File: config.mk
export PLATFORM = sky130hd
export DESIGN_NAME = fpu_issuer_flat
export DESIGN_NICKNAME = d
export VERILOG_FILES = /design/src/rtl/fpu_issuer_if.sv /design/src/rtl/fpu_issuer.sv /design/src/flat_wrapper.sv
export SDC_FILE = /design/constraint.sdc
export NUM_CORES = 1
export LEC_CHECK = 0
export CORE_UTILIZATION = 54
export DETAILED_ROUTE_END_ITERATION = 6
export GPL_TIMING_DRIVEN = 1
export PLACE_DENSITY = 0.79
export SYNTH_ARGS = -nofsm -noshare
export SYNTH_HDL_FRONTEND = slang
export SYNTH_SLANG_ARGS = --single-unit
File: constraint.sdc
create_clock -name clk -period 4.6 [get_ports clk]
set_input_delay 0.92 -clock clk [delete_from_list [all_inputs] [get_ports clk]]
set_output_delay 0.92 -clock clk [all_outputs]
set_load 0.02 [all_outputs]
File: src/rtl/fpu_issuer_if.sv
// rtl/fpu_issuer_if.sv - request, response and FPU-side signal bundle for fpu_issuer
interface fpu_issuer_if #(
    parameter int DEPTH = 4
) ();
    localparam int CW = $clog2(DEPTH) + 1;

    logic          req_valid;
    logic          req_ready;
    logic [31:0]   req_a;
    logic [31:0]   req_b;
    logic          rsp_valid;
    logic          rsp_ready;
    logic [31:0]   rsp_data;
    logic          rsp_err;
    logic [CW-1:0] pending;
    logic          fpu_en;
    logic [31:0]   fpu_adata;
    logic [31:0]   fpu_bdata;
    logic [31:0]   fpu_result;
    logic          fpu_done;
    logic          fpu_busy;

    // slave is the issuer itself; master is the requester plus the FPU unit
    modport slave (
        input  req_valid, req_a, req_b, rsp_ready, fpu_result, fpu_done, fpu_busy,
        output req_ready, rsp_valid, rsp_data, rsp_err, pending, fpu_en, fpu_adata, fpu_bdata
    );

    modport master (
        output req_valid, req_a, req_b, rsp_ready, fpu_result, fpu_done, fpu_busy,
        input  req_ready, rsp_valid, rsp_data, rsp_err, pending, fpu_en, fpu_adata, fpu_bdata
    );
endinterface

File: src/rtl/fpu_issuer.sv
// rtl/fpu_issuer.sv - queued single-in-flight FPU operation issuer with completion timeout
module fpu_issuer #(
    parameter int DEPTH   = 4,
    parameter int TIMEOUT = 15
) (
    input  logic        clk,
    input  logic        rst,
    fpu_issuer_if.slave bus
);
    localparam int AW = $clog2(DEPTH);
    localparam int CW = AW + 1;
    localparam logic [31:0] QNAN = 32'h7FC00000;

    typedef enum logic {IDLE, WAIT} state_t;

    state_t          state;
    logic [63:0]     mem [DEPTH];
    logic [AW-1:0]   wr_ptr;
    logic [AW-1:0]   rd_ptr;
    logic [CW-1:0]   count;
    logic [7:0]      tcnt;
    logic            push;
    logic            issue;

    assign bus.req_ready = (count < CW'(DEPTH));
    assign bus.pending   = count;
    assign push          = bus.req_valid & bus.req_ready;
    // the output register must be free (or draining this edge) before a new op starts
    assign issue = (state == IDLE) && (count != '0) && !bus.fpu_busy &&
                   (!bus.rsp_valid || bus.rsp_ready);

    always_ff @(posedge clk) begin
        if (push) begin
            mem[wr_ptr] <= {bus.req_a, bus.req_b};
        end
    end

    always_ff @(posedge clk or posedge rst) begin
        if (rst) begin
            state         <= IDLE;
            wr_ptr        <= '0;
            rd_ptr        <= '0;
            count         <= '0;
            tcnt          <= '0;
            bus.fpu_en    <= 1'b0;
            bus.fpu_adata <= '0;
            bus.fpu_bdata <= '0;
            bus.rsp_valid <= 1'b0;
            bus.rsp_data  <= '0;
            bus.rsp_err   <= 1'b0;
        end else begin
            bus.fpu_en <= 1'b0;
            if (bus.rsp_valid && bus.rsp_ready) begin
                bus.rsp_valid <= 1'b0;
            end
            if (push) begin
                wr_ptr <= wr_ptr + 1'b1;
            end
            count <= count + CW'(push) - CW'(issue);

            case (state)
                IDLE: begin
                    if (issue) begin
                        bus.fpu_en    <= 1'b1;
                        bus.fpu_adata <= mem[rd_ptr][63:32];
                        bus.fpu_bdata <= mem[rd_ptr][31:0];
                        rd_ptr        <= rd_ptr + 1'b1;
                        tcnt          <= '0;
                        state         <= WAIT;
                    end
                end
                WAIT: begin
                    if (bus.fpu_done) begin
                        bus.rsp_data  <= bus.fpu_result;
                        bus.rsp_err   <= 1'b0;
                        bus.rsp_valid <= 1'b1;
                        state         <= IDLE;
                    end else if ((tcnt + 8'd1) == 8'(TIMEOUT)) begin
                        bus.rsp_data  <= QNAN;
                        bus.rsp_err   <= 1'b1;
                        bus.rsp_valid <= 1'b1;
                        state         <= IDLE;
                    end else begin
                        tcnt <= tcnt + 8'd1;
                    end
                end
                default: state <= IDLE;
            endcase
        end
    end
endmodule
File: src/flat_wrapper.sv
// flat-port wrapper written by rule: the top's interface ports become plain ports
module fpu_issuer_flat 
#(
    parameter int DEPTH   = 4,
    parameter int TIMEOUT = 15
)
  (clk, rst, bus_req_valid, bus_req_a, bus_req_b, bus_rsp_ready, bus_fpu_result, bus_fpu_done, bus_fpu_busy, bus_req_ready, bus_rsp_valid, bus_rsp_data, bus_rsp_err, bus_pending, bus_fpu_en, bus_fpu_adata, bus_fpu_bdata);
  fpu_issuer_if #(.DEPTH(DEPTH)) bus_i ();
  input  logic clk;
  input  logic rst;
  input wire logic [$bits(bus_i.req_valid)-1:0] bus_req_valid;
  input wire logic [$bits(bus_i.req_a)-1:0] bus_req_a;
  input wire logic [$bits(bus_i.req_b)-1:0] bus_req_b;
  input wire logic [$bits(bus_i.rsp_ready)-1:0] bus_rsp_ready;
  input wire logic [$bits(bus_i.fpu_result)-1:0] bus_fpu_result;
  input wire logic [$bits(bus_i.fpu_done)-1:0] bus_fpu_done;
  input wire logic [$bits(bus_i.fpu_busy)-1:0] bus_fpu_busy;
  output wire logic [$bits(bus_i.req_ready)-1:0] bus_req_ready;
  output wire logic [$bits(bus_i.rsp_valid)-1:0] bus_rsp_valid;
  output wire logic [$bits(bus_i.rsp_data)-1:0] bus_rsp_data;
  output wire logic [$bits(bus_i.rsp_err)-1:0] bus_rsp_err;
  output wire logic [$bits(bus_i.pending)-1:0] bus_pending;
  output wire logic [$bits(bus_i.fpu_en)-1:0] bus_fpu_en;
  output wire logic [$bits(bus_i.fpu_adata)-1:0] bus_fpu_adata;
  output wire logic [$bits(bus_i.fpu_bdata)-1:0] bus_fpu_bdata;
  assign bus_i.req_valid = bus_req_valid;
  assign bus_i.req_a = bus_req_a;
  assign bus_i.req_b = bus_req_b;
  assign bus_i.rsp_ready = bus_rsp_ready;
  assign bus_i.fpu_result = bus_fpu_result;
  assign bus_i.fpu_done = bus_fpu_done;
  assign bus_i.fpu_busy = bus_fpu_busy;
  assign bus_req_ready = bus_i.req_ready;
  assign bus_rsp_valid = bus_i.rsp_valid;
  assign bus_rsp_data = bus_i.rsp_data;
  assign bus_rsp_err = bus_i.rsp_err;
  assign bus_pending = bus_i.pending;
  assign bus_fpu_en = bus_i.fpu_en;
  assign bus_fpu_adata = bus_i.fpu_adata;
  assign bus_fpu_bdata = bus_i.fpu_bdata;
  fpu_issuer #(.DEPTH(DEPTH), .TIMEOUT(TIMEOUT)) u_core (.clk(clk), .rst(rst), .bus(bus_i));
endmodule
==> out/results.ini, run 1 <==
[sta]
whs_ns=0.472
worst_pin_slew_ns=0.979
rsz0062_at_grt=false
period_share_pct=63.9
setup_viol=0
hold_violations=0
fin_tns_setup_ns=0
fmax_mhz=340
fin_worst_skew_ns=0.0149
layout_min_cycle_time_ns=2.94
drv_slew=0
slew_headroom_pct=34.7

[worst_setup_path]
critPathLaunch=bus_rsp_ready
crit_path_end_kind=register
cp.required_ns=4.99
reg2reg_slack_ns=1.91
crit_type=in -> reg
timing.rr.end=u_core.bus.pending[2]
reg2reg_depth=9
r2r_start=u_core.state
critical_path.max_fanout=26
worstPathArrival_ns=3.33
cp-start-kind=input pin
endpoint=u_core.bus.pending[2]

[yosys]
synth_area_leaders=edfxtp_1 55%, dfrtp_1 20%, mux4_2 10%, nand2_1 5.3%, a22oi_1 1.2%
syn-num-nets=951
synth.largest_area_cell=edfxtp_1
async_flop_share_pct=31.0
synth.distinct_cells=45
syn_avg_cell_area_um2=16.7
ys_seq_area_share_pct=75.1
syn_area_um2=14100
ys_warn_count=0
synth_top_area_share_pct=54.6
ys.flop_type=edfxtp_1
synth_edf_count=256
yosysMostFrequentCell=edfxtp_1
synth_common_cells=256 x edfxtp_1, 200 x nand2_1, 115 x dfrtp_1
ys_ff_latch=371
syn-instance-count=840

[pwr]
leakagePower_nw=6.71
p_per_area_nw_per_um2=657
p_comb_share_pct=31.0
intPower_mw=7.99
power_mw=11.6
p_sw_mw=3.65
irDropWorstVdd_v=0.000408
swShare_pct=31.4
power_frac_seq_pct=43.3
p_clk_share_pct=25.8

[final_layout]
drive_gt1_share_pct=13.7
area_growth_pct=25.9
nets=1169
multiInputGateArea_um2=3180
num_antenna_cells=0
seqCellArea_um2=10600
stdcell_area_um2=17700
nFillCells=1657

[global_route]
antenna_found_initial=3
grt_pass1_wl_um=44800
grt_max_degree=66
grt.overflow.total=0
grt_pass1_vias=8030
grt_usage_pct=22.1

[clocking]
hold_buffers=0
cts_buffers=38
clk_latency_ns=0.51
postCtsSetupRepairBufs=0
cts_tree=built
htree_levels=2
cts_resized=0
clock_sinks=371
cts_root_buf=clkbuf_16
cts_buffer_depth=3
clk_pin_slew_ns=0.06

[routing]
drt_iter0_markers=605
drtPass1Iterations=5
totalWireLength_um=28200
ant_nets=0
wl_per_cell_um=19.9
drc=0
routed-via-count=7790
via_per_inst=5.49

[flow_run]
max_cap_violations=0

[placement]
portBuffers=204
dpl.hpwl_um=17000
place_area_um2=16500
place.gp.congestion=0.736

[floorplanning]
die_y_um=163
rows=58
coreArea_um2=25400
io_pins=205
die_w_um=163
fp.dieArea_um2=26700
start_util_pct=55.4

[min_path]
hold_start=u_core.bus.fpu_adata[10]
hold_path.class=reg -> reg

[outcome]
outcome=complete, no violations

==> cell families after synthesis <==
logic type | share of synthesized area, %
xor gates and xnor gates | 0.685
buffers and inverters | 2.41
and+or+nand+nor | 6.30
adders and majority gates | 0.854
DFF | 75.1
muxes | 10.5
AOI/OAI and AO/OA | 4.21
==> how the worst min path moves through the flow <==
stage | end | cells after the start
finish | u_core.bus.fpu_adata[10] | 2
global route | u_core.bus.fpu_adata[10] | 2
CTS | u_core.bus.fpu_adata[10] | 2
detailed placement | u_core.bus.fpu_bdata[17] | 2
global placement | u_core.bus.fpu_adata[4] | 2
floorplan | u_core.tcnt[0] | 1
==> placed cells by master, fill, tap and decap left out, drive strengths merged, types with 3 or more instances in the layout <==
master	instances
nor2	3
nand3	4
ha	8
inv	39
dfrtp	115
clkinv	16
and2	5
xnor2	8
a22oi	23
a31oi	3
clkdlybuf4s50	204
o22a	9
o21a	9
mux4	64
xor2	3
clkbuf	51
nand2	200
edfxtp	256
mux2i	3
buf	14
o21ai	27
==> metrics by stage <==
step	setup WS [ns]	cells	utilization [%]
final	1.66	1418	69.7
after global routing	1.51	1418	69.7
after global placement	1.14	1348	64.9
after floorplan	0.636	840	-
after CTS	1.64	1418	69.7
after detailed placement	1.12	1348	64.9
==> power by group through the flow <==
| stage | Combinational [mW] | Sequential [mW] | Clock, mW |
|---|---|---|---|
| 2_1_floorplan | 1.87 | 5.31 | 0 |
| 3_3_place_gp | 3.57 | 5.08 | 0 |
| 3_5_place_dp | 3.64 | 5.11 | 0 |
| 4_1_cts | 3.66 | 5.06 | 3.05 |
| 5_1_grt | 3.92 | 5.15 | 3.18 |
| 6_report | 3.61 | 5.04 | 3.00 |
==> final cells by class <==
cell class | instances | area share [%]
sequential | 371 | 59.7
multi-input combinational | 390 | 18.0
timing repair buffer | 218 | 12.2
clock buffer | 51 | 6.18
tap | 330 | 2.33
inverter | 39 | 0.855
clock inverter | 19 | 0.784
==> critical path, stage by stage <==
cell	delay (ns)
clkdlybuf4s50_1	0.46
nor2b_1	0.05
or4_4	0.67
inv_1	0.11
ha_1	0.23
inv_1	0.06
ha_1	0.12
inv_1	0.05
fa_1	0.37
xnor2_1	0.15
xnor2_1	0.13
==> routing by layer <==
| layer | vias up | wire length (µm) | global-route usage [%] |
|---|---|---|---|
| li1 | 3534 | - | - |
| met1 | 3928 | 11600 | 30.2 |
| met5 | - | 12 | 0 |
| met4 | 2 | 487 | 5.61 |
| met2 | 287 | 13800 | 36.0 |
| met3 | 39 | 2270 | 5.36 |
==> flip-flops by register name, indices dropped and copies added, names as in the netlist <==
name                  flops
u_core.tcnt               8
u_core.state              1
u_core.bus.fpu_en         1
u_core.mem              256
u_core.bus.rsp_err        1
u_core.rd_ptr             2
u_core.bus.fpu_adata     32
u_core.wr_ptr             2
u_core.bus.rsp_valid      1
u_core.bus.pending        3
u_core.bus.fpu_bdata     32
u_core.bus.rsp_data      32
No activity file was read; power rests on OpenSTA's default activity.
==> inputs of run 2 (changes only) <==
Clock period 4.6 ns to 3.05 ns, I/O delays scaled along.
==> out/results.ini, run 2 (same netlist as run 1, synthesis figures left out) <==
[worst_setup_path]
cpMaxStageDelayCell=or4_4
cp_num_buf_inv=4
reg2reg_slack_ns=0.69
max_stage_delay_ns=0.48
critical_path.max_fanout=70
worstPathArrival_ns=2.83
cp.required_ns=3.42
timing.rr.end=u_core.rd_ptr[1]
crit_path_end_kind=register
crit_family=buffers and inverters
r2r_start=u_core.bus.rsp_valid
path_cells=clkdlybuf4s50_1, nor2b_1, or4_4, buf_4, inv_2, buf_12, nand2_1, xnor2_1
reg2reg_depth=7
cp-start-kind=input pin
crit_type=in -> reg

[clocking]
cts_buffer_depth=3
postCtsSetupRepairBufs=0
cts_tree=built
clk_latency_ns=0.52
hold_buffers=0
cts_root_buf=clkbuf_16
clk_pin_slew_ns=0.06
clock_sinks=371
htree_levels=2
cts_resized=0
cts_buffers=37

[routing]
drtPass1Iterations=5
drt_iter0_markers=510
totalWireLength_um=27900
ant_nets=0
routed-via-count=7734
wl_per_cell_um=19.6
drc=0
via_per_inst=5.43

[sta]
layout_min_cycle_time_ns=2.46
fin_worst_skew_ns=0.0260
fin_tns_setup_ns=0
setup_viol=0
worst_pin_slew_ns=0.936
drv_slew=0
period_share_pct=80.8
fin_ws_ns=0.586
hold_violations=0
rsz0062_at_grt=false
whs_ns=0.471
slew_headroom_pct=37.6
fmax_mhz=406

[final_layout]
final_common_cell=edfxtp_1
largest_register=u_core.mem
largest_reg_flops=256
layout_common_cells=256 x edfxtp_1, 204 x clkdlybuf4s50_1, 200 x nand2_1
num_antenna_cells=0
nets=1178
utilization_pct=70.4
area_growth_pct=27.0
drive_gt1_share_pct=14.5

[placement]
place.gp.congestion=0.807
portBuffers=204
dpl_worst_slack_ns=0.0482
dpl.hpwl_um=17000

[global_route]
antenna_found_initial=1
grt_pass1_wl_um=42700
grt_max_degree=71
grt_usage_pct=21.3
grt_pass1_vias=8031
grt.overflow.total=0

[floorplanning]
die_w_um=163
start_util_pct=55.4
fp.dieArea_um2=26700
die_y_um=163
coreArea_um2=25400
rows=58
io_pins=205

[min_path]
min_to=u_core.bus.fpu_adata[4]
worstHoldPathCells=2
hold_path.class=reg -> reg
hold_start=u_core.bus.fpu_adata[4]

[pwr]
irDropWorstVdd_v=0.000737
leakagePower_nw=6.76
p_per_area_nw_per_um2=976

[flow_run]
max_cap_violations=0

[outcome]
outcome=complete, no violations

## run 2: report_power, final
part	total, mW	internal (mW)	switching, mW
Clock	4.22	2.41	1.81
Combinational	5.76	2.87	2.89
Sequential	7.47	6.64	0.830
Total	17.4	11.9	5.54
## run 2: area by class of cell
class | instances | area (µm²)
sequential | 371 | 10600
multi-input combinational | 390 | 3180
timing repair buffer | 228 | 2410
clock buffer | 46 | 990
tap | 330 | 413
fill | 1653 | 7530
inverter | 39 | 150
clock inverter | 20 | 159
## run 2: per-stage QoR
stage                     total power, mW  cells  area (µm²)
final                                17.4   1424       17900
after detailed placement             13.4   1358       16700
after global placement               13.2   1358       16700
after floorplan                      10.8    840       14100
after global routing                 18.3   1424       17900
after CTS                            17.7   1424       17900
## run 2: per-layer routing
metal | wire, µm | up-vias | GRT usage (%)
met1 | 11200 | 3893 | 26.9
met2 | 14200 | 254 | 37.2
met3 | 2040 | 39 | 4.77
li1 | - | 3546 | -
met4 | 462 | 2 | 5.73
met5 | 17 | - | 0
## run 2: worst reg2reg max path: stages, from the launching register on
cell and delay, ns:
dfrtp_1 0.37, nor2b_1 0.15, or4_4 0.48, buf_4 0.41
inv_2 0.21, buf_12 0.34, nand2_1 0.14, xnor2_1 0.13
## run 2: worst max-delay path by stage
stage | cells past startpoint | slack, ns | startpoint | to
after floorplan | 3 | 0.13 | bus_req_valid | u_core.mem[2][0]
after global placement | 8 | 0.06 | bus_rsp_ready | u_core.rd_ptr[1]
after detailed placement | 8 | 0.05 | bus_rsp_ready | u_core.rd_ptr[1]
after CTS | 8 | 0.58 | bus_rsp_ready | u_core.rd_ptr[1]
after global routing | 8 | 0.46 | bus_rsp_ready | u_core.rd_ptr[1]
final | 8 | 0.59 | bus_rsp_ready | u_core.rd_ptr[1]
==> inputs of run 3 (changes only) <==
Clock period 3.05 ns to 2.37 ns, I/O delays scaled along.
==> out/results.ini, run 3 (same netlist as run 1, synthesis figures left out) <==
[sta]
fmax_mhz=443
period_share_pct=95.2
setup_viol=0
fin_worst_skew_ns=0.0149
whs_ns=0.338
layout_min_cycle_time_ns=2.26
worst_pin_slew_ns=0.678
rsz0062_at_grt=false
fin_ws_ns=0.114
hold_violations=0
slew_headroom_pct=54.8
drv_slew=0

[worst_setup_path]
timing.rr.end=u_core.bus.pending[2]
cp-start-kind=register
cp_num_buf_inv=3
crit_type=reg -> reg
crit_path_end_kind=register
worstPathArrival_ns=2.68
path_depth=10
crit_top_cell=inv_2
critical_path.max_fanout=2
cp.required_ns=2.80
reg2reg_slack_ns=0.11
cpMaxStageDelayCell=or4_4
reg2reg_depth=10
crit_family=simple AND/OR/NAND/NOR gates
max_stage_delay_ns=0.52
path_cells=nor2b_4, or4_4, inv_2, ha_4, inv_2, ha_4, inv_2, fa_2, xnor2_1, xnor2_1
r2r_start=u_core.bus.rsp_valid

[floorplanning]
fp.dieArea_um2=26700
coreArea_um2=25400
die_y_um=163
io_pins=205
start_util_pct=55.4
die_w_um=163
rows=58

[flow_run]
max_cap_violations=0

[final_layout]
drive_gt1_share_pct=16.2
largest_register=u_core.mem
nets=1190
largest_reg_flops=256
layout_common_cells=256 x edfxtp_1, 204 x clkdlybuf4s50_1, 200 x nand2_1
area_growth_pct=29.3
nFillCells=1618
final_common_cell=edfxtp_1

[global_route]
antenna_found_initial=2
grt_max_degree=71
grt_pass1_wl_um=45400
grt.overflow.total=0
grt_pass1_vias=8355
grt_usage_pct=22.6

[clocking]
clk_pin_slew_ns=0.06
cts_root_buf=clkbuf_16
cts_buffers=38
cts_tree=built
clock_sinks=371
clk_latency_ns=0.51
htree_levels=2
cts_buffer_depth=3

[routing]
drtPass1Iterations=5
routed-via-count=7988
drc=0
ant_nets=0
drt_iter0_markers=665
via_per_inst=5.55
totalWireLength_um=29600
wl_per_cell_um=20.5

[placement]
dpl.hpwl_um=18200
place.gp.congestion=0.813
dpl_worst_slack_ns=-0.519
portBuffers=204

[pwr]
irDropWorstVdd_v=0.000881
p_per_area_nw_per_um2=1290
leakagePower_nw=6.89

[outcome]
outcome=complete, no violations

[min_path]
hold_path.class=in -> async

## run 3: cell count changes in the layout (fill, tap and decap cells not counted), moves of 2 or more
| cell | before | now |
|---|---|---|
| buf_12 | 15 | 21 |
| clkbuf_1 | 6 | 11 |
| buf_4 | 9 | 13 |
| bufinv_16 | 1 | 5 |
| clkinv_1 | 4 | 1 |
| inv_1 | 37 | 34 |
| inv_2 | 1 | 4 |
| clkbuf_16 | 37 | 39 |
| clkinv_4 | 2 | 0 |
| clkinv_8 | 2 | 0 |
| ha_1 | 8 | 6 |
| ha_4 | 0 | 2 |
## run 3: repair_timing
| action | 4_1_cts | 5_1_grt |
|---|---|---|
| buffers inserted | 0 | 0 |
| endpoints found under the setup margin | 1 | 1 |
| hold buffers | 0 | 0 |
| gates resized for setup | 1 | 1 |
## run 3: worst max-delay path by stage
| stage | slack, ns | from | endpoint |
|---|---|---|---|
| 3_5_place_dp | -0.52 | bus_rsp_ready | u_core.tcnt[2] |
| 2_1_floorplan | -0.25 | u_core.bus.rsp_valid | u_core.bus.pending[2] |
| 6_report | 0.11 | u_core.bus.rsp_valid | u_core.bus.pending[2] |
| 3_3_place_gp | -0.47 | bus_rsp_ready | u_core.tcnt[2] |
| 5_1_grt | 0.03 | u_core.bus.rsp_valid | u_core.bus.pending[2] |
| 4_1_cts | 0.09 | u_core.bus.rsp_valid | u_core.bus.pending[2] |
## run 3: area by class of cell
| class | instances | area, µm² | share of cell area, % |
|---|---|---|---|
| sequential | 371 | 10600 | 58.1 |
| multi-input combinational | 390 | 3220 | 17.7 |
| timing repair buffer | 239 | 2570 | 14.1 |
| clock buffer | 52 | 1040 | 5.74 |
| tap | 330 | 413 | 2.27 |
| clock inverter | 17 | 218 | 1.20 |
| inverter | 39 | 150 | 0.825 |
| antenna | 1 | 2.50 | 0.0138 |
## run 3: layer usage
layer | GRT usage (%) | wire length [µm] | up-vias
met5 | 0 | 12 | -
met4 | 5.56 | 484 | 2
met3 | 5.23 | 2360 | 43
met2 | 39.3 | 14900 | 312
met1 | 28.7 | 11800 | 4050
li1 | - | - | 3581
## run 3: metrics by stage
stage,power (mW),instance area [µm²],std cells,setup TNS [ns],utilization [%]
global placement,17.3,16900,1369,-21.88,66.6
detailed placement,17.6,16900,1369,-25.06,66.6
CTS,23.7,18200,1438,0,71.6
global route,24.6,18200,1438,0,71.6
finish,23.4,18200,1439,0,71.6
floorplan,14.0,14100,840,-0.439,-
## run 3: power breakdown
| group | internal, mW | switching (mW) |
|---|---|---|
| Sequential | 8.54 | 0.957 |
| Combinational | 3.89 | 4.01 |
| Clock | 3.64 | 2.36 |
